--- src/rtl/conv_encoder_r12.sv ---
// -----------------------------------------------------------------------------
// conv_encoder_r12
//   Rate-1/2 feed-forward convolutional encoder. Takes one info bit per
//   accepted beat and produces one 2-bit code symbol per beat. Every frame of
//   FRAME_LEN info bits is followed by K-1 zero tail bits, so each frame starts
//   and ends in trellis state 0.
//
// Ports
//   clk          in   clock, rising edge
//   rst          in   asynchronous, active-low reset
//   din_valid    in   upstream info bit valid
//   din          in   info bit
//   din_ready    out  encoder accepts din this cycle
//   enc_valid    out  enc_out holds a valid code symbol
//   enc_out      out  {G1 parity, G0 parity}
//   enc_ready    in   downstream consumes enc_out this cycle
//   frame_start  out  qualifies enc_out: first symbol of a frame
//   frame_end    out  qualifies enc_out: last tail symbol of a frame
//   enc_state    out  current trellis state (shift register contents)
// -----------------------------------------------------------------------------
module conv_encoder_r12 #(
  parameter int           K         = 3,
  parameter logic [K-1:0] G0        = 3'b111,
  parameter logic [K-1:0] G1        = 3'b101,
  parameter int           FRAME_LEN = 6
) (
  input  logic         clk,
  input  logic         rst,
  input  logic         din_valid,
  input  logic         din,
  output logic         din_ready,
  output logic         enc_valid,
  output logic [1:0]   enc_out,
  input  logic         enc_ready,
  output logic         frame_start,
  output logic         frame_end,
  output logic [K-2:0] enc_state
);

  localparam int CW = $clog2(FRAME_LEN + 1);
  localparam int TW = (K > 2) ? $clog2(K - 1) : 1;
  localparam logic [CW-1:0] LAST_BIT  = CW'(FRAME_LEN - 1);
  localparam logic [TW-1:0] LAST_TAIL = TW'(K - 2);

  typedef enum logic {
    ST_DATA,
    ST_TAIL
  } state_t;

  state_t        state_q;
  logic [CW-1:0] count_q;
  logic [TW-1:0] tcount_q;
  logic [K-2:0]  sr_q;
  logic [K-2:0]  sr_d;

  logic          enc_valid_q;
  logic [1:0]    enc_out_q;
  logic          frame_start_q;
  logic          frame_end_q;

  logic          adv;
  logic          encode;
  logic          in_bit;
  logic [K-1:0]  win;
  logic [1:0]    parity_d;

  // The output register may load whenever it is empty or being drained.
  assign adv       = !enc_valid_q || enc_ready;
  assign din_ready = (state_q == ST_DATA) && adv;

  // In TAIL every advance encodes a forced zero; in DATA only accepted bits.
  assign encode    = (state_q == ST_TAIL) ? adv : (din_valid && din_ready);
  assign in_bit    = (state_q == ST_DATA) && din;

  // Window MSB is the current bit, followed by the most recent history bit.
  assign win       = {in_bit, sr_q};
  assign parity_d  = {^(win & G1), ^(win & G0)};

  // Shift the new bit in at the top; the oldest history bit falls off sr[0].
  generate
    if (K == 2) begin : g_sr_single
      assign sr_d = in_bit;
    end else begin : g_sr_multi
      assign sr_d = {in_bit, sr_q[K-2:1]};
    end
  endgenerate

  always_ff @(posedge clk or negedge rst) begin
    if (!rst) begin
      state_q       <= ST_DATA;
      count_q       <= '0;
      tcount_q      <= '0;
      sr_q          <= '0;
      enc_valid_q   <= 1'b0;
      enc_out_q     <= 2'b00;
      frame_start_q <= 1'b0;
      frame_end_q   <= 1'b0;
    end else begin
      // Output register: loads on advance, otherwise holds the stalled symbol.
      if (adv) begin
        enc_valid_q   <= encode;
        frame_start_q <= encode && (state_q == ST_DATA) && (count_q == '0);
        frame_end_q   <= encode && (state_q == ST_TAIL) && (tcount_q == LAST_TAIL);
        if (encode) begin
          enc_out_q <= parity_d;
        end
      end

      if (encode) begin
        sr_q <= sr_d;
        case (state_q)
          ST_DATA: begin
            if (count_q == LAST_BIT) begin
              state_q  <= ST_TAIL;
              count_q  <= '0;
              tcount_q <= '0;
            end else begin
              count_q <= count_q + CW'(1);
            end
          end
          ST_TAIL: begin
            // K-1 zero tail bits flush the register, so sr is 0 here.
            if (tcount_q == LAST_TAIL) begin
              state_q  <= ST_DATA;
              tcount_q <= '0;
              count_q  <= '0;
            end else begin
              tcount_q <= tcount_q + TW'(1);
            end
          end
          default: state_q <= ST_DATA;
        endcase
      end
    end
  end

  assign enc_valid   = enc_valid_q;
  assign enc_out     = enc_out_q;
  assign frame_start = frame_start_q;
  assign frame_end   = frame_end_q;
  assign enc_state   = sr_q;

endmodule

--- config.mk ---
export PLATFORM = sky130hd
export DESIGN_NAME = conv_encoder_r12
export DESIGN_NICKNAME = d
export VERILOG_FILES = /design/src/rtl/conv_encoder_r12.sv
export SDC_FILE = /design/constraint.sdc
export NUM_CORES = 1
export LEC_CHECK = 0
export CAP_MARGIN = 20
export CORE_AREA = 3 3 40 42
export CTS_CLUSTER_DIAMETER = 120
export CTS_CLUSTER_SIZE = 40
export DETAILED_ROUTE_END_ITERATION = 10
export DIE_AREA = 0 0 43 45
export DONT_BUFFER_PORTS = 1
export SLEW_MARGIN = 15
export SYNTH_ARGS = -nofsm -noshare
export SYNTH_HDL_FRONTEND = slang
export SYNTH_SLANG_ARGS = --single-unit
export TNS_END_PERCENT = 10
--- constraint.sdc ---
create_clock -name clk -period 1.2 [get_ports clk]
set_input_delay 0.24 -clock clk [delete_from_list [all_inputs] [get_ports clk]]
set_output_delay 0.24 -clock clk [all_outputs]
set_load 0.005 [all_outputs]
==> results_dict.tcl, run 1 <==
set metrics [dict create \
    drive_above_1_share 0.324 \
    post_drt_via_cell_ratio 5.62 \
    regToRegSetupSlack_ns 0.03 \
    synthArstFlopShare 1.00 \
    synth-main-ff-cell "sky130_fd_sc_hd__dfrtp_1" \
    seqCellArea_um2 300 \
    cp_data_required_time_ns 0.96 \
    r2r-end "enc_state[0]" \
    grtUsageTotal 0.134 \
    final_max_slew_viol_count 0 \
    timing.max_cap.violations 0 \
    fin_ws_ns -0.00288 \
    dr_total_vias 483 \
    worst_ir_drop_vdd_v 0.00108 \
    cp_capture_type "output port" \
    global_route.peak_usage_layer "met2" \
    reg2reg_depth 2 \
    htreeDepth 1 \
    placed_cells_incl_taps 78 \
    detailedRoute.firstPassIterationCount 4 \
    count_of_state_elements_after_synthesis 12 \
    gp_congestion 0.842 \
    finish.net_count 77 \
    final.setup.tns_ns -0.00288 \
    clock_slew_at_the_register_clock_pins_of_the_worst_setup_and_hold_paths_ns 0.08 \
    min_path_cells 2 \
    initialDrtViolationCount 24 \
    worst_pin_slew_ns 0.550 \
    worst_hold_path_type "in -> reg" \
    wl_um 1270 \
    yosysSeqAreaShare 0.510 \
    mapped_cell_area_um2 589 \
    clock_tree.buffer_depth 2 \
    post-place-ws_ns -0.0770 \
    synth_compound_area_frac 0.161 \
    worst_slew_margin_rel 0.632 \
    final_cell_area_um2 734 \
    rsz0062_at_grt "yes" \
    fp.dieArea_um2 1940 \
    timing.critical_path.slowest_stage_cell "sky130_fd_sc_hd__dfrtp_1" \
    maximum_number_of_pins_on_one_net_before_global_route_repair 13 \
    violations "negative setup slack" \
    gr-usage-met1 0.176 \
    core_area_um2 1280 \
    finalCritPeriodShare 1.00 \
    synth_fa_ha_area_frac 0 \
    synth-simple-area-share 0.219 \
    cp_bufs_invs 1 \
    power_uw 1850 \
    antenna_cells 0 \
    num_io_pins 13 \
    postSynthNetCount 66 \
    min-delay-start "din_valid" \
    clock_insertion_delay_worst_skew_ns 0.27 \
    clk_root_buffer_cell "sky130_fd_sc_hd__clkbuf_4" \
    yosys_warnings 0 \
    multi_input_comb_area_um2 302 \
    sequence_of_cells_on_the_critical_path "buf_6 -> nor2_4" \
    timing.critical_path.max_delay_family "flip-flops" \
    leakage_uw 0.000337 \
    globalRouteOverflowTotal 0 \
    worstHoldEndpoint "frame_start" \
    timing_worst_setup_path_type "reg -> out" \
    grt.met2_usage 0.204 \
    synth.avg_cell_area_um2 9.66 \
    areaGrowthSynthToFinish_pct 24.6 \
    reg2reg_from "state_q" \
    peak_clock_frequency_supported_by_timing_mhz 831 \
    number_of_enable_flip_flop_cells_after_synthesis 0 \
    antenna_found_initial 0 \
    slowest_stage_delay_on_critical_path_ns 0.43 \
    detail_route.drc_violations 0 \
    power_density_relative_to_cell_area_nw_per_um2 2520 \
    rows 13 \
    synth_xor_xnor_area_share 0.0425 \
    finClkSkew_ns 0.00114 \
    filler_cell_count 100 \
    floorplan.initialDensity 0.459 \
    setup_viol_count_final 1 \
    grt.met3_usage 0.0279 \
    die_width_um 43 \
    synth_top_family_by_area "simple AND/OR/NAND/NOR gates" \
    post-route-min-period_ns 1.20 \
    ant_nets 0 \
    worst_ep_arrival_time_ns 0.96 \
    synthMuxAreaShare 0.0382 \
    grt_pass1_vias 446 \
    instances_no_fill 86 \
    cts_inserted_buffers 3 \
    grt_first_pass_wirelength_um 1930 \
    hpwlAfterDp_um 813 \
    hold_viol_final 0 \
    clock_sink_count 12 \
    crit_path_max_fanout 3 \
    syn_inst 61 \
    post_synth_num_cell_types 24 \
    place_area_um2 628 \
    tritoncts "done" \
    numPortBuffers 0 \
    cp-start-kind "register" \
    run_status "finished, violations left" \
    drt-wirelength-per-cell_um 14.8 \
    die_h_um 45 \
]
==> Yosys cell counts, drive strengths merged (2+ instances only) <==
library cell	n	area [µm²]
a21oi	2	10.0
buf	2	10.0
dfrtp	12	300
inv	2	7.50
mux2	2	22.5
nand2	12	45.0
nand2b	2	12.5
nor2	3	11.3
nor2b	3	18.8
nor3	2	10.0
o21ai	9	52.6
xnor2	2	25.0
==> layout make-up <==
type                       count  share of cell area
inverter                       2              0.0102
sequential                    12               0.409
tap                           15              0.0256
timing repair buffer           8              0.0954
multi-input combinational     45               0.411
clock buffer                   4              0.0494
==> how the worst max path moves through the flow <==
| stage | startpoint | to | slack (ns) | cells after the start |
|---|---|---|---|---|
| 6_report | state_q | din_ready | -0.003 | 2 |
| 3_3_place_gp | enc_valid | count_q[2] | -0.008 | 4 |
| 2_1_floorplan | state_q | enc_out[0] | 0.05 | 4 |
| 3_5_place_dp | enc_valid | count_q[2] | -0.08 | 4 |
| 4_1_cts | enc_valid | din_ready | -0.003 | 2 |
| 5_1_grt | state_q | enc_state[0] | -0.03 | 2 |
==> power by group <==
| part | switching (µW) | internal [µW] |
|---|---|---|
| clock | 141 | 185 |
| sequential | 193 | 579 |
| combinational | 349 | 407 |
| total | 682 | 1170 |
==> registers in the layout, indices dropped and copies added (netlist names) <==
register,flops
count_q,3
enc_out,2
enc_state,2
enc_valid,1
frame_end,1
frame_start,1
state_q,1
tcount_q,1
==> routing by layer <==
layer,share of wire,routed length [µm],vias up
li1,-,-,237
met5,0,0,-
met4,0.011,14,0
met2,0.47,593,22
met1,0.44,564,222
met3,0.079,100,2
==> metrics by stage <==
step,hold WS [ns],utilization
floorplan,-0.0556,-
global placement,-0.0553,0.489
detailed placement,-0.0552,0.489
CTS,0.112,0.547
global route,0.132,0.572
finish,0.125,0.572
==> placed cells by master, fill, tap and decap left out, drive strengths merged, types with 3 or more instances in the layout <==
master | Yosys | layout
nor2b | 3 | 3
o21ai | 9 | 9
clkbuf | 0 | 4
dfrtp | 12 | 12
buf | 2 | 7
nor2 | 3 | 3
nand2 | 12 | 12
==> logic make-up (layout without fill, tap and decap cells) <==
group	Yosys count	count (layout)
AND/OR/NAND/NOR	26	26
AO/OA/AOI/OAI	15	15
flip-flops	12	12
buffers and inverters	4	14
XOR/XNOR	2	2
multiplexers	2	2
==> timing repair <==
item | CTS | global route
hold buffers | 1 | 0
buffers inserted | 1 | 2
endpoints found under the setup margin | 4 | 7
hold endpoints to repair | 12 | 0
resized for setup | 6 | 3
pin swaps | 0 | 1
(Power assumes the default switching activity.)
==> run 2: changes to the inputs <==
==> constraint.sdc (replaced) <==
create_clock -name clk -period 1.5 [get_ports clk]
set_input_delay 0.3 -clock clk [delete_from_list [all_inputs] [get_ports clk]]
set_output_delay 0.3 -clock clk [all_outputs]
set_load 0.005 [all_outputs]
==> results_dict.tcl, run 2 (synthesis gave the netlist of run 1 again) <==
set metrics [dict create \
    run_status "completed" \
    clock_insertion_delay_worst_skew_ns 0.27 \
    post-place-ws_ns 0.288 \
    final_max_slew_viol_count 0 \
    leakage_uw 0.000295 \
    drive_above_1_share 0.197 \
    largest-register "count_q" \
    finish.net_count 72 \
    die_width_um 43 \
    clock_tree.buffer_depth 2 \
    detail_route.drc_violations 0 \
    timing.critical_path.max_delay_family "flip-flops" \
    detailedRoute.firstPassIterationCount 4 \
    post-route-min-period_ns 1.41 \
    rows 13 \
    die_h_um 45 \
    num_io_pins 13 \
    min_path_cells 2 \
    timing_worst_setup_path_type "reg -> out" \
    hpwlAfterDp_um 818 \
    slowest_stage_delay_on_critical_path_ns 0.40 \
    grtUsageTotal 0.143 \
    antenna_found_initial 0 \
    crit_cells 3 \
    cts_inserted_buffers 3 \
    cp_capture_type "output port" \
    maximum_number_of_pins_on_one_net_before_global_route_repair 13 \
    floorplan.initialDensity 0.459 \
    setup_viol_count_final 0 \
    worst_ir_drop_vdd_v 0.00104 \
    post_drt_via_cell_ratio 5.67 \
    worst_pin_slew_ns 0.561 \
    timing.critical_path.slowest_stage_cell "sky130_fd_sc_hd__dfrtp_1" \
    core_area_um2 1280 \
    fp.dieArea_um2 1940 \
    ant_nets 0 \
    clock_slew_at_the_register_clock_pins_of_the_worst_setup_and_hold_paths_ns 0.08 \
    initialDrtViolationCount 20 \
    worst_slew_margin_rel 0.625 \
    timing.max_cap.violations 0 \
    globalRouteOverflowTotal 0 \
    finalCritPeriodShare 0.943 \
    finClkSkew_ns 0.00348 \
    most-common-layout-cells "sky130_fd_sc_hd__nand2_1 (12), sky130_fd_sc_hd__dfrtp_1 (12), sky130_fd_sc_hd__o21ai_0 (5)" \
    clock_sink_count 12 \
    cp-start-kind "register" \
    crit_path_max_fanout 8 \
    areaGrowthSynthToFinish_pct 11.9 \
    drt-wirelength-per-cell_um 13.9 \
    power_uw 1330 \
    sequence_of_cells_on_the_critical_path "nor2b_1 -> buf_4 -> nor2_1" \
    final.setup.tns_ns 0 \
    power_density_relative_to_cell_area_nw_per_um2 2010 \
    reg2reg_depth 4 \
    gp_congestion 0.814 \
    htreeDepth 1 \
    fin_ws_ns 0.0853 \
    clk_root_buffer_cell "sky130_fd_sc_hd__clkbuf_4" \
    cp_bufs_invs 1 \
    hold_viol_final 0 \
    antenna_cells 0 \
    dr_total_vias 459 \
    grt_first_pass_wirelength_um 1930 \
    worst_hold_path_type "in -> reg" \
    rsz0062_at_grt "no" \
    numPortBuffers 0 \
    post_cts_resized 0 \
    worst_ep_arrival_time_ns 1.11 \
    grt_pass1_vias 413 \
    cp_data_required_time_ns 1.20 \
    tritoncts "done" \
    peak_clock_frequency_supported_by_timing_mhz 707 \
    regToRegSetupSlack_ns 0.29 \
    largest_register_ff_count 3 \
    wl_um 1120 \
]
run 2: power by group:
group / total [µW] / switching (µW) / internal (µW)
Clock: 260 / 112 / 148
Sequential: 621 / 158 / 463
Combinational: 444 / 213 / 231
run 2: layout make-up:
type / count / area (µm²)
inverters: 2 / 7.51
flip-flops and latches: 12 / 300
multi-input cells: 45 / 272
fillers: 124 / 626
clock buffers: 4 / 36.3
well taps: 15 / 18.8
repair buffers: 3 / 25.0
run 2: worst reg2reg max path, delay by kind of cell (launching register included):
family	cells	cell delay [ns]
DFF	1	0.47
and+or+nand+nor	1	0.37
AOI/OAI and AO/OA	2	0.25
buffers and inverters	1	0.06
run 2: what timing repair did:
item | 4_1_cts | 5_1_grt
hold buffers | 1 | 0
endpoints found under the hold margin | 12 | 0
buffers inserted | 0 | 0
run 2: metal layers:
metal | up-vias | global-route usage | wire length, µm
li1 | 223 | - | -
met1 | 214 | 0.179 | 472
met2 | 18 | 0.186 | 516
met3 | 4 | 0.0598 | 95
met4 | 0 | 0.127 | 38
met5 | - | 0 | 0
run 2: path summary, 6_finish.rpt:
kind | start | end
max in group asynchronous | rst | frame_end
max reg2reg | count_q[0] | count_q[1]
min in group asynchronous | rst | count_q[2]
max | enc_valid | din_ready
min | din_valid | frame_start
min reg2reg | frame_start | frame_start
run 2: per-stage QoR:
stage	cells	hold WS, ns	instance area, µm²	util
after floorplan	61	0.00441	589	-
after global placement	76	0.00470	613	0.477
after detailed placement	76	0.00470	613	0.477
after CTS	81	0.167	659	0.513
after global routing	81	0.149	659	0.513
final	81	0.165	659	0.513
